`src/rtl/tthbif_tx_arb.sv`:
```
// Two-requester frame arbiter feeding the tthbif serializer: round-robin grant, locked per frame.
// Define TTHBIF_ARB_WDOG_EN to build in the owner-stall watchdog that force-aborts a frame.
module tthbif_tx_arb #(
   parameter int WDOG_CYCLES = 16
) (
   input  logic       clk_i,
   input  logic       rst_i,
   input  logic       en_i,
   input  logic       r0_valid_i,
   input  logic [7:0] r0_data_i,
   input  logic       r0_last_i,
   output logic       r0_ready_o,
   input  logic       r1_valid_i,
   input  logic [7:0] r1_data_i,
   input  logic       r1_last_i,
   output logic       r1_ready_o,
   output logic       tx_valid_o,
   output logic [7:0] tx_data_o,
   output logic       tx_last_o,
   input  logic       tx_ready_i,
   output logic       owner_o,
   output logic       busy_o,
   output logic       abort_o
);

   if (WDOG_CYCLES < 2 || WDOG_CYCLES > 255) begin : g_bad_wdog
      $error("WDOG_CYCLES must be in 2..255");
   end

   typedef enum logic {ST_IDLE, ST_BUSY} state_t;

   state_t state_q, state_d;
   logic   rr_q, rr_d;
   logic   owner_q, owner_d;
   logic   own_valid, own_last;
   logic   busy;

   assign own_valid = owner_q ? r1_valid_i : r0_valid_i;
   assign own_last  = owner_q ? r1_last_i  : r0_last_i;
   assign busy      = (state_q == ST_BUSY);

`ifdef TTHBIF_ARB_WDOG_EN
   localparam logic [7:0] WDOG_LIMIT = 8'(WDOG_CYCLES - 1);
   logic [7:0] wdog_q, wdog_d;
   logic       abort_q, abort_d;
`endif

   always_comb begin
      state_d = state_q;
      rr_d    = rr_q;
      owner_d = owner_q;
`ifdef TTHBIF_ARB_WDOG_EN
      wdog_d  = wdog_q;
      abort_d = 1'b0;
`endif
      case (state_q)
         ST_IDLE: begin
`ifdef TTHBIF_ARB_WDOG_EN
            wdog_d = 8'd0;
`endif
            if (en_i && (r0_valid_i || r1_valid_i)) begin
               state_d = ST_BUSY;
               // rr only breaks ties; a lone requester wins regardless of the pointer
               owner_d = (r0_valid_i && r1_valid_i) ? rr_q : r1_valid_i;
            end
         end
         ST_BUSY: begin
            if (own_valid && tx_ready_i && own_last) begin
               state_d = ST_IDLE;
               rr_d    = ~owner_q;
            end
`ifdef TTHBIF_ARB_WDOG_EN
            if (own_valid) begin
               wdog_d = 8'd0;
            end else if (wdog_q == WDOG_LIMIT) begin
               state_d = ST_IDLE;
               rr_d    = ~owner_q;
               abort_d = 1'b1;
               wdog_d  = 8'd0;
            end else begin
               wdog_d = wdog_q + 8'd1;
            end
`endif
         end
         default: state_d = ST_IDLE;
      endcase
   end

   always_ff @(posedge clk_i) begin
      if (rst_i) begin
         state_q <= ST_IDLE;
         rr_q    <= 1'b0;
         owner_q <= 1'b0;
`ifdef TTHBIF_ARB_WDOG_EN
         wdog_q  <= 8'd0;
         abort_q <= 1'b0;
`endif
      end else begin
         state_q <= state_d;
         rr_q    <= rr_d;
         owner_q <= owner_d;
`ifdef TTHBIF_ARB_WDOG_EN
         wdog_q  <= wdog_d;
         abort_q <= abort_d;
`endif
      end
   end

   // Handshake is masked during reset so a frame in flight cannot complete a partial transfer
   assign tx_valid_o = busy && !rst_i && own_valid;
   assign tx_data_o  = owner_q ? r1_data_i : r0_data_i;
   assign tx_last_o  = own_last;
   assign r0_ready_o = busy && !rst_i && !owner_q && tx_ready_i;
   assign r1_ready_o = busy && !rst_i &&  owner_q && tx_ready_i;
   assign owner_o    = owner_q;
   assign busy_o     = busy;
`ifdef TTHBIF_ARB_WDOG_EN
   assign abort_o    = abort_q;
`else
   assign abort_o    = 1'b0;
`endif

endmodule

```
`config.mk`:
```
export PLATFORM = sky130hd
export DESIGN_NAME = tthbif_tx_arb
export DESIGN_NICKNAME = d
export VERILOG_FILES = /design/src/rtl/tthbif_tx_arb.sv
export SDC_FILE = /design/constraint.sdc
export NUM_CORES = 1
export LEC_CHECK = 0
export CAP_MARGIN = 40
export CORE_AREA = 5 5 42 44
export CTS_BUF_LIST = sky130_fd_sc_hd__clkbuf_4
export CTS_CLUSTER_SIZE = 40
export DETAILED_ROUTE_END_ITERATION = 7
export DIE_AREA = 0 0 47 49
export PLACE_DENSITY = 0.75
export SLEW_MARGIN = 25
export SYNTH_ARGS = -nofsm -noshare
export SYNTH_HDL_FRONTEND = slang
export SYNTH_SLANG_ARGS = --single-unit
```
`constraint.sdc`:
```
create_clock -name clk_i -period 1.65 [get_ports clk_i]
set_input_delay 0.33 -clock clk_i [delete_from_list [all_inputs] [get_ports clk_i]]
set_output_delay 0.33 -clock clk_i [all_outputs]
set_load 0.05 [all_outputs]
```
==> reports/metrics.csv <==
metric,value,unit
yosysUniqueCellTypes,21,
antenna_cells,0,
cts.clk_slew.worst_paths,0.03,ns
synth_nets,60,
dieArea,0.002303,mm²
dp_hpwl,1113,µm
rows,14,
synthCells,36,
worstSkewPairLatency,0.23,ns
fin_util,66.61,%
place.gp.congestion,0.7417,
final_area,933.4,µm²
antenna_left,0,
period_minus_slack,1.594,ns
layout_setup_ws,0.05601,ns
vias,458,
wirelength,1339,µm
ys_seq_elements,3,
synth_top_flop_cell,dfxtp_1,
finalHoldViolations,0,
drc,0,
via_per_inst,4.673,
critical_path.startpoint_type,input pin,
core_area,0.001401,mm²
clock_sinks,3,
synth_area_per_cell,8.237,µm²
hold_path_class,reg -> reg,
areaGrowthSynthToFinish,214.8,%
stdcell_count,98,
cts_hold_buf,0,
synth-async-reset-ratio,0,%
yosysMostFrequentCell,mux2_2,
synthTopCellsByArea,"mux2_2, dfxtp_1, nor3b_1",
ios,39,
drtIter0Drc,2,
slowest_stage,clkdlybuf4s50_1,
port-buffer-count,37,
gr-usage-all-layers,12.67,%
total_power,528.1,µW
yosysSeqAreaShare,20.25,%
wl_per_cell,13.66,µm
overflow,0,
max-vdd-ir-drop,0.3667,mV
htreeDepth,1,
worstPathRequired,1.32,ns
maxCapViolations,0,
yosys_warnings,0,
power_density,565.8,mW/mm²
fmax,0.6274,GHz
fillers,116,
dr.pass1.iters,2,
slew_violations,0,
critPathKind,in -> out,
pre_cts_slack,-0.03727,ns
cts_tree,done,
dieHeight,49,µm
crit_fanout,2,
placed_area,878.3,µm²
rsz0062_at_grt,no,
max_stage_delay,0.45,ns
crit_arrival,1.26,ns
cts_max_path_buffers,2,
grt_antenna_before_repair,0,
synth-edff-count,0,
syn_area,296.5,µm²
grt_pass1_wl,2049,µm
cp_cell_sequence,clkdlybuf4s50_1 -> inv_1 -> o21ai_1 -> buf_12,
setup_viol,0,
start_util,21.16,%
grt_max_degree,17,
dp.cells,92,
p_leak,0.0003796,µW
drive_gt1_share,48.78,%
status,finished clean,
end_kind,primary output,
grt_pass1_vias,528,
clockRootBuffer,clkbuf_4,
synth_top_area_share,30.38,%
cts_made_buffers,3,
final_nets,107,
yosys.area.top_type,mux2_2,
die_x,47,µm
skew,0.0009577,ns
fin_crit_sh,96.61,%
synth_common_cells,"mux2_2, dfxtp_1, nand2_1",
-- path summary, 6_finish.rpt --
| kind | cells after the start | slack, ns | endpoint | from |
|---|---|---|---|---|
| worst max-delay path | 4 | 0.06 | tx_last_o | r0_last_i |
| worst min-delay path | 2 | 0.47 | rr_q$_SDFFE_PP0P_ | rr_q$_SDFFE_PP0P_ |
| worst max register to register | 4 | 0.35 | busy_o$_SDFF_PP0_ | owner_o$_SDFFE_PP0P_ |
| worst min register to register | 2 | 0.47 | rr_q$_SDFFE_PP0P_ | rr_q$_SDFFE_PP0P_ |
-- per-layer routing --
layer,up-vias,GRT usage (%),wire length (µm)
met2,28,21.95,735
met5,-,0,0
met1,206,10.31,401
met4,0,8.295,36
li1,220,-,-
met3,4,6.642,166
-- worst max-delay path, delay by kind of cell --
family	cells	cell delay, ns
buffers and inverters	3	0.67
AOI/OAI and AO/OA	1	0.26
-- stage by stage --
stage	setup TNS, ns	hold slack [ns]
finish	0	0.4744
floorplan	0	0.3894
CTS	0	0.4708
global placement	-0.03409	0.4537
global route	0	0.5083
detailed placement	-0.08799	0.4678
-- cells by family after synthesis --
family | synth area share (%)
AOI/OAI and AO/OA | 12.24
and+or+nand+nor | 27.01
DFF | 20.25
buffers and inverters | 5.483
other | 1.265
muxes | 33.76
-- final cells by class --
class | instances | area (µm²) | area share [%]
Clock buffer | 4 | 30.03 | 3.217
Inverter | 1 | 3.754 | 0.4021
Multi-Input combinational cell | 30 | 269.0 | 28.82
Sequential cell | 3 | 65.06 | 6.971
Tap cell | 16 | 20.02 | 2.145
Timing Repair Buffer | 44 | 545.5 | 58.45
-- sequential cells by signal, indices dropped and copies added (netlist names) --
signal,flops
busy_o,1
owner_o,1
rr_q,1
-- where the power goes --
part           switching [µW]  total [µW]  internal (µW)
Sequential               11.1        87.8           76.6
Combinational             136         295            159
Clock                    38.7         146            107
-- layout by cell type, fill, tap and decap left out, drive strengths merged, types with 2 or more instances in the layout --
| cell type | netlist | routed |
|---|---|---|
| buf | 2 | 21 |
| clkdlybuf4s50 | 0 | 19 |
| mux2 | 8 | 8 |
| clkbuf | 0 | 4 |
| dlygate4sd2 | 0 | 4 |
| nand2 | 3 | 3 |
| dfxtp | 3 | 3 |
| nor3b | 2 | 2 |
| nand3 | 2 | 2 |
| a21oi | 2 | 2 |
| o21ai | 2 | 2 |
-- repair_timing --
item / in CTS / in global routing
setup endpoints to repair: 3 / 3
gates resized for setup: 6 / 1
hold endpoints to repair: 0 / 0
gates cloned: 0 / 0
pin swaps: 3 / 0
buffers inserted: 0 / 2
Power figures use the tool's default switching activity.
